<file path="src/rtl/alu_multiciclo.sv">
// alu_multiciclo: valid/ready ALU with registered results and flags.
// Define ALU_MULDIV_EN to build the iterative MUL/DIVU/REMU datapath.
module alu_multiciclo #(
  parameter int WIDTH = 32
) (
  input  logic             clk,
  input  logic             rst_n,
  input  logic             in_valid,
  output logic             in_ready,
  input  logic [WIDTH-1:0] a,
  input  logic [WIDTH-1:0] b,
  input  logic [3:0]       alu_control,
  output logic             out_valid,
  input  logic             out_ready,
  output logic [WIDTH-1:0] out_resultado,
  output logic             zero,
  output logic             carry_out,
  output logic             overflow,
  output logic             div_zero,
  output logic             illegal_op
);

  localparam int CW = $clog2(WIDTH) + 1;

  localparam logic [3:0] OP_AND  = 4'b0000;
  localparam logic [3:0] OP_OR   = 4'b0001;
  localparam logic [3:0] OP_ADD  = 4'b0010;
  localparam logic [3:0] OP_SUB  = 4'b0110;
  localparam logic [3:0] OP_SLT  = 4'b0111;
  localparam logic [3:0] OP_SLTU = 4'b0101;
  localparam logic [3:0] OP_NOR  = 4'b1100;
`ifdef ALU_MULDIV_EN
  localparam logic [3:0] OP_MUL  = 4'b1000;
  localparam logic [3:0] OP_DIVU = 4'b1001;
  localparam logic [3:0] OP_REMU = 4'b1010;

  typedef enum logic [1:0] {
    S_IDLE, S_EXEC, S_BUSY, S_DONE
  } state_t;
`else
  typedef enum logic [1:0] {
    S_IDLE, S_EXEC, S_DONE
  } state_t;
`endif

  state_t           state_q;
  logic             in_ready_q;
  logic             out_valid_q;
  logic [WIDTH-1:0] a_q;
  logic [WIDTH-1:0] b_q;
  logic [3:0]       op_q;
  logic [WIDTH-1:0] res_q;
  logic             zero_q;
  logic             cy_q;
  logic             ov_q;
  logic             dz_q;
  logic             ill_q;

  logic [WIDTH:0]   sum_d;
  logic [WIDTH-1:0] bx_d;
  logic [WIDTH-1:0] res_d;
  logic             cy_d;
  logic             ov_d;
  logic             ill_d;

  // Operands are used from the latch, so the ALU sits one cycle after accept
  always_comb begin
    bx_d  = (op_q == OP_SUB) ? ~b_q : b_q;
    sum_d = {1'b0, a_q} + {1'b0, bx_d}
          + {{WIDTH{1'b0}}, op_q == OP_SUB};
    res_d = '0;
    cy_d  = 1'b0;
    ov_d  = 1'b0;
    ill_d = 1'b0;
    unique case (op_q)
      OP_AND:  res_d = a_q & b_q;
      OP_OR:   res_d = a_q | b_q;
      OP_ADD, OP_SUB: begin
        res_d = sum_d[WIDTH-1:0];
        cy_d  = sum_d[WIDTH];
        ov_d  = (a_q[WIDTH-1] == bx_d[WIDTH-1])
             && (sum_d[WIDTH-1] != a_q[WIDTH-1]);
      end
      OP_SLT:  res_d = {{(WIDTH-1){1'b0}},
                        $signed(a_q) < $signed(b_q)};
      OP_SLTU: res_d = {{(WIDTH-1){1'b0}}, a_q < b_q};
      OP_NOR:  res_d = ~(a_q | b_q);
      default: ill_d = 1'b1;
    endcase
  end

`ifdef ALU_MULDIV_EN
  logic [CW-1:0]    cnt_q;
  logic [WIDTH-1:0] p_q;
  logic [WIDTH-1:0] x_q;
  logic [WIDTH-1:0] y_q;
  logic [WIDTH-1:0] p_d;
  logic [WIDTH-1:0] x_d;
  logic [WIDTH-1:0] y_d;
  logic [WIDTH:0]   sh_d;
  logic [WIDTH-1:0] md_res_d;
  logic [WIDTH-1:0] dz_res_d;
  logic             is_md;
  logic             is_div;

  assign is_div = (op_q == OP_DIVU) || (op_q == OP_REMU);
  assign is_md  = is_div || (op_q == OP_MUL);

  // p: product / partial remainder, x: multiplier / quotient, y: b
  always_comb begin
    p_d  = p_q;
    x_d  = x_q;
    y_d  = y_q;
    sh_d = {p_q, x_q[WIDTH-1]};
    if (op_q == OP_MUL) begin
      if (x_q[0]) p_d = p_q + y_q;
      x_d = x_q >> 1;
      y_d = y_q << 1;
    end else if (sh_d < {1'b0, y_q}) begin
      p_d = sh_d[WIDTH-1:0];
      x_d = {x_q[WIDTH-2:0], 1'b0};
    end else begin
      p_d = WIDTH'(sh_d - {1'b0, y_q});
      x_d = {x_q[WIDTH-2:0], 1'b1};
    end
    md_res_d = (op_q == OP_DIVU) ? x_d : p_d;
    dz_res_d = (op_q == OP_DIVU) ? '1 : a_q;
  end
`endif

  always_ff @(posedge clk) begin
    if (!rst_n) begin
      state_q     <= S_IDLE;
      in_ready_q  <= 1'b1;
      out_valid_q <= 1'b0;
      a_q         <= '0;
      b_q         <= '0;
      op_q        <= '0;
      res_q       <= '0;
      zero_q      <= 1'b1;
      cy_q        <= 1'b0;
      ov_q        <= 1'b0;
      dz_q        <= 1'b0;
      ill_q       <= 1'b0;
`ifdef ALU_MULDIV_EN
      cnt_q       <= '0;
      p_q         <= '0;
      x_q         <= '0;
      y_q         <= '0;
`endif
    end else begin
      unique case (state_q)
        S_IDLE: begin
          if (in_valid && in_ready_q) begin
            a_q        <= a;
            b_q        <= b;
            op_q       <= alu_control;
            in_ready_q <= 1'b0;
            state_q    <= S_EXEC;
          end
        end
        S_EXEC: begin
          res_q       <= res_d;
          zero_q      <= (res_d == '0);
          cy_q        <= cy_d;
          ov_q        <= ov_d;
          dz_q        <= 1'b0;
          ill_q       <= ill_d;
          out_valid_q <= 1'b1;
          state_q     <= S_DONE;
`ifdef ALU_MULDIV_EN
          if (is_md) begin
            ill_q <= 1'b0;
            if (is_div && (b_q == '0)) begin
              res_q  <= dz_res_d;
              zero_q <= (dz_res_d == '0);
              dz_q   <= 1'b1;
            end else begin
              out_valid_q <= 1'b0;
              state_q     <= S_BUSY;
              cnt_q       <= '0;
              p_q         <= '0;
              x_q         <= a_q;
              y_q         <= b_q;
            end
          end
`endif
        end
`ifdef ALU_MULDIV_EN
        S_BUSY: begin
          p_q   <= p_d;
          x_q   <= x_d;
          y_q   <= y_d;
          cnt_q <= cnt_q + CW'(1);
          if (cnt_q == CW'(WIDTH - 1)) begin
            res_q       <= md_res_d;
            zero_q      <= (md_res_d == '0);
            out_valid_q <= 1'b1;
            state_q     <= S_DONE;
          end
        end
`endif
        S_DONE: begin
          if (out_ready) begin
            out_valid_q <= 1'b0;
            in_ready_q  <= 1'b1;
            state_q     <= S_IDLE;
          end
        end
        default: state_q <= S_IDLE;
      endcase
    end
  end

  assign in_ready      = in_ready_q;
  assign out_valid     = out_valid_q;
  assign out_resultado = res_q;
  assign zero          = zero_q;
  assign carry_out     = cy_q;
  assign overflow      = ov_q;
  assign div_zero      = dz_q;
  assign illegal_op    = ill_q;

endmodule

</file>
<file path="config.mk">
export PLATFORM = sky130hd
export DESIGN_NAME = alu_multiciclo
export DESIGN_NICKNAME = d
export VERILOG_FILES = /design/src/rtl/alu_multiciclo.sv
export SDC_FILE = /design/constraint.sdc
export NUM_CORES = 1
export LEC_CHECK = 0
export ABC_CLOCK_PERIOD_IN_PS = 7850
export CAP_MARGIN = 20
export CORE_ASPECT_RATIO = 0.5
export CORE_MARGIN = 8
export CORE_UTILIZATION = 62
export DETAILED_ROUTE_END_ITERATION = 6
export MAX_ROUTING_LAYER = met4
export PLACE_DENSITY = 0.95
export SETUP_SLACK_MARGIN = 0.1
export SYNTH_ARGS = -nofsm -noshare
export SYNTH_HDL_FRONTEND = slang
export SYNTH_SLANG_ARGS = --single-unit
</file>
<file path="constraint.sdc">
create_clock -name clk -period 7.85 [get_ports clk]
set_clock_uncertainty 0.15 [all_clocks]
set_input_delay 0.785 -clock clk [delete_from_list [all_inputs] [get_ports clk]]
set_output_delay 0.785 -clock clk [all_outputs]
set_load 0.01 [all_outputs]
</file>
==> impl_results.md <==
- Status: complete, no violations
- Leakage power figure: 4.05 nW
- Endpoint class of the critical path: flip-flop
- Global route total overflow: 0
- CTS tree: done
- VDD IR max: between 100 and 150 uV
- Gr usage total: roughly 30%
- Worst Path Arrival: about 4700 ps
- Starting Density: between 60 and 70%
- Pin count of the biggest net entering global routing: 66
- Port Buffers: roughly 110
- Core footprint: 13700 sq um
- Worst R2R Start: op_q[3]$_SDFFE_PN0P_
- Pwr Total: 1.59 mW
- Fin crit share: 57.8%
- Synth Instances: approximately 1200
- Skew-Pair Late Insertion Delay: 370 ps
- Hold buffers post-CTS: 0
- Async S/R FF share, synth: 0%
- Final WL: 26800 um
- CTS root buffer: clkbuf_16
- Most common cell after layout, fill and taps aside: nand2_1
- Crit-path max cell delay: 530 ps
- Cell Area, Synth: 8730 sq um
- PD cells: 155 nW/um^2
- Number of gates resized after CTS: 0
- Minimum clock period: 4540 ps
- HPWL Detailed: 20100 um
- Pre-antenna DRT Iters: 5
- Pins Over Slew Limit: 0
- Synth Warn #: 0
- Sequential area share after synthesis: between 20 and 25%
- Antenna violations before repair: 0
- Antenna-violating nets left: 0
- Yosys reg bits: 108
- Post-route cell area: 10200 sq um
- Number of synthesized flops with an enable pin: 0
- Clk slew on worst S/H paths: 80 ps
- CTS buffer count: 9
- Crit start category: flip-flop
- Most used DFF post-synth: dfxtp_1
- Maximum fanout along the worst path: 32
- H-tree lvl count: 3
- Share of cells above drive strength 1: roughly 3.9%
- Max Cap Viol: 0
- Layout overhead on the synthesized area: 17.0%
- Via Count: ~8600
- I/O pins: 111
- Slew HR: 41.7%
- Setup crit start: op_q[3]$_SDFFE_PN0P_
- Worst hold path class: flip-flop to flip-flop
- CP required: 8020 ps
- Slowest cell on crit path: a2111oi_1
- Post-route setup TNS: 0 ps
- Clock Path Buffers: 2
- Rows: 30
- Crit-path cells: nand4bb_2 > buf_4 > xnor2_1 > ha_1 > nand2b_1 > a211oi_2 > o21ai_1 > o21ai_1 > xor2_1 > o31a_1 > a2111oi_1 > o2111a_1 > and4b_1 > a31o_1
- DRC: 0
- Drt wl/cell: 18.7 um
- Post-CTS Setup Inserts: 0
- Most used cell, CP: o21ai_1
- Commonest cells after routing, fill and taps aside: nand2_1, a21oi_1, ha_1, clkdlybuf4s50_1, dfxtp_1
- Final hold vios: 0
- Die footprint: 18400 sq um
- RSZ-0062 raised after global routing: false
- Vias per cell: 6.02
- Layout net count: 1439
- Final setup viols: 0
- Tightest Pin Transition: ~870 ps
- Placed Area: approximately 10000 sq um
- Die Height: 99.9 um
- Distinct cells, synth: 75
- Highest clock rate: 0.220 GHz
- Die Wd: 184 um
- Drt first-iter violations: 700
- Vias in the first global route: 8264
- First-pass GRT wire length: 43300 um
- Synthesized area per cell: 7.46 sq um
- GPL Wtd Cong: between 0.9 and 1
- Crit Path Category: flip-flop to flip-flop
- Worst hold path startpoint: out_resultado[7]$_SDFFE_PN0P_
- Clock Sinks: 108
- Syn Nets: about 1400
worst paths after layout:
kind | endpoint | cells after the start | slack, ps
setup / recovery | zero$_SDFFE_PN1P_ | 14 | 3310
hold reg to reg | out_resultado[7]$_SDFFE_PN0P_ | 2 | 310
setup reg to reg | zero$_SDFFE_PN1P_ | 14 | 3310
hold / removal | out_resultado[7]$_SDFFE_PN0P_ | 2 | 310
cell usage after synthesis (5+ instances only):
| library cell | instances | area, sq um |
|---|---|---|
| nand2_1 | 213 | 800 |
| a21oi_1 | 154 | 771 |
| ha_1 | 130 | 1630 |
| dfxtp_1 | 108 | 2160 |
| inv_1 | 92 | 345 |
| nor2_1 | 69 | 259 |
| clkbuf_1 | 44 | 165 |
| xnor2_1 | 42 | 368 |
| o21ai_0 | 34 | 170 |
| a211oi_1 | 22 | 165 |
| nor3_1 | 21 | 105 |
| o211ai_1 | 19 | 143 |
| a22oi_1 | 12 | 90.1 |
| nand4_1 | 12 | 75.1 |
| xor2_1 | 12 | 105 |
| buf_2 | 11 | 55.1 |
| o21a_1 | 11 | 82.6 |
| o22ai_1 | 10 | 62.6 |
| nand2b_1 | 9 | 56.3 |
| nand3_1 | 9 | 45.0 |
| nor2b_1 | 9 | 56.3 |
| buf_1 | 8 | 30.0 |
| o21bai_1 | 8 | 60.1 |
| a21o_1 | 6 | 45.0 |
| nor4_1 | 6 | 37.5 |
| a31oi_1 | 5 | 31.3 |
| or4_1 | 5 | 37.5 |
area by class of cell:
type | instances | area, sq um
Clock inverter | 7 | 80.1
Timing Repair Buffer | 121 | 1190
Antenna cell | 1 | 2.50
Clock buffer | 9 | 225
Multi-Input combinational cell | 903 | 5970
Tap cell | 192 | 240
Fill cell | 1021 | 3450
Sequential cell | 108 | 2160
Inverter | 93 | 349
flip-flops by register name, indices dropped and copies added (netlist names):
| register | cells |
|---|---|
| a_q | 32 |
| state_q | 2 |
| overflow | 1 |
| b_q | 32 |
| carry_out | 1 |
| out_resultado | 32 |
| in_ready | 1 |
| out_valid | 1 |
| op_q | 4 |
| zero | 1 |
| illegal_op | 1 |
logic make-up after synthesis:
kind of cell	count (synthesis)	share of synthesized area [%]
multiplexers	4	0.459
AO/OA/AOI/OAI	329	23.7
flip-flops	108	24.8
XOR/XNOR	54	5.42
adder cells (fa/ha/maj)	131	18.9
AND/OR/NAND/NOR	384	19.6
buffers and inverters	160	7.18
other	1	0.0429
worst max-delay path: cells and delay by family (launching register included):
kind | cells | cell delay (ps)
and+or+nand+nor | 3 | 500
buffers and inverters | 1 | 480
AOI/OAI and AO/OA | 7 | 2110
DFF | 1 | 460
xor gates and xnor gates | 2 | 360
adders and majority gates | 1 | 420
layer usage:
metal  share of wire (%)  vias to the layer above  track usage, %
met1                  47                     4111            39.6
li1                    -                     4156               -
met5                   0                        -               -
met3                 7.2                       45            5.80
met4                 1.8                        0            6.90
met2                  44                      326            46.3
metrics by stage:
step | worst slack [ps] | utilization (%) | hold slack (ps) | std cells
6_report | 3310 | 74.8 | 314 | 1434
5_1_grt | 3060 | 74.7 | 347 | 1433
4_1_cts | 3400 | 74.6 | 317 | 1432
3_5_place_dp | 3470 | 72.4 | 305 | 1416
3_3_place_gp | 3610 | 72.4 | 295 | 1416
2_1_floorplan | 4060 | - | 326 | 1171
where the power goes:
group | switching [mW] | total (mW) | leakage [nW] | internal (mW)
logic | 0.285 | 0.483 | 3.02 | 0.198
clock network | 0.246 | 0.474 | 0.146 | 0.228
registers | 0.0450 | 0.631 | 0.884 | 0.586
total | 0.576 | 1.59 | 4.04 | 1.01
(Power assumes the default switching activity.)
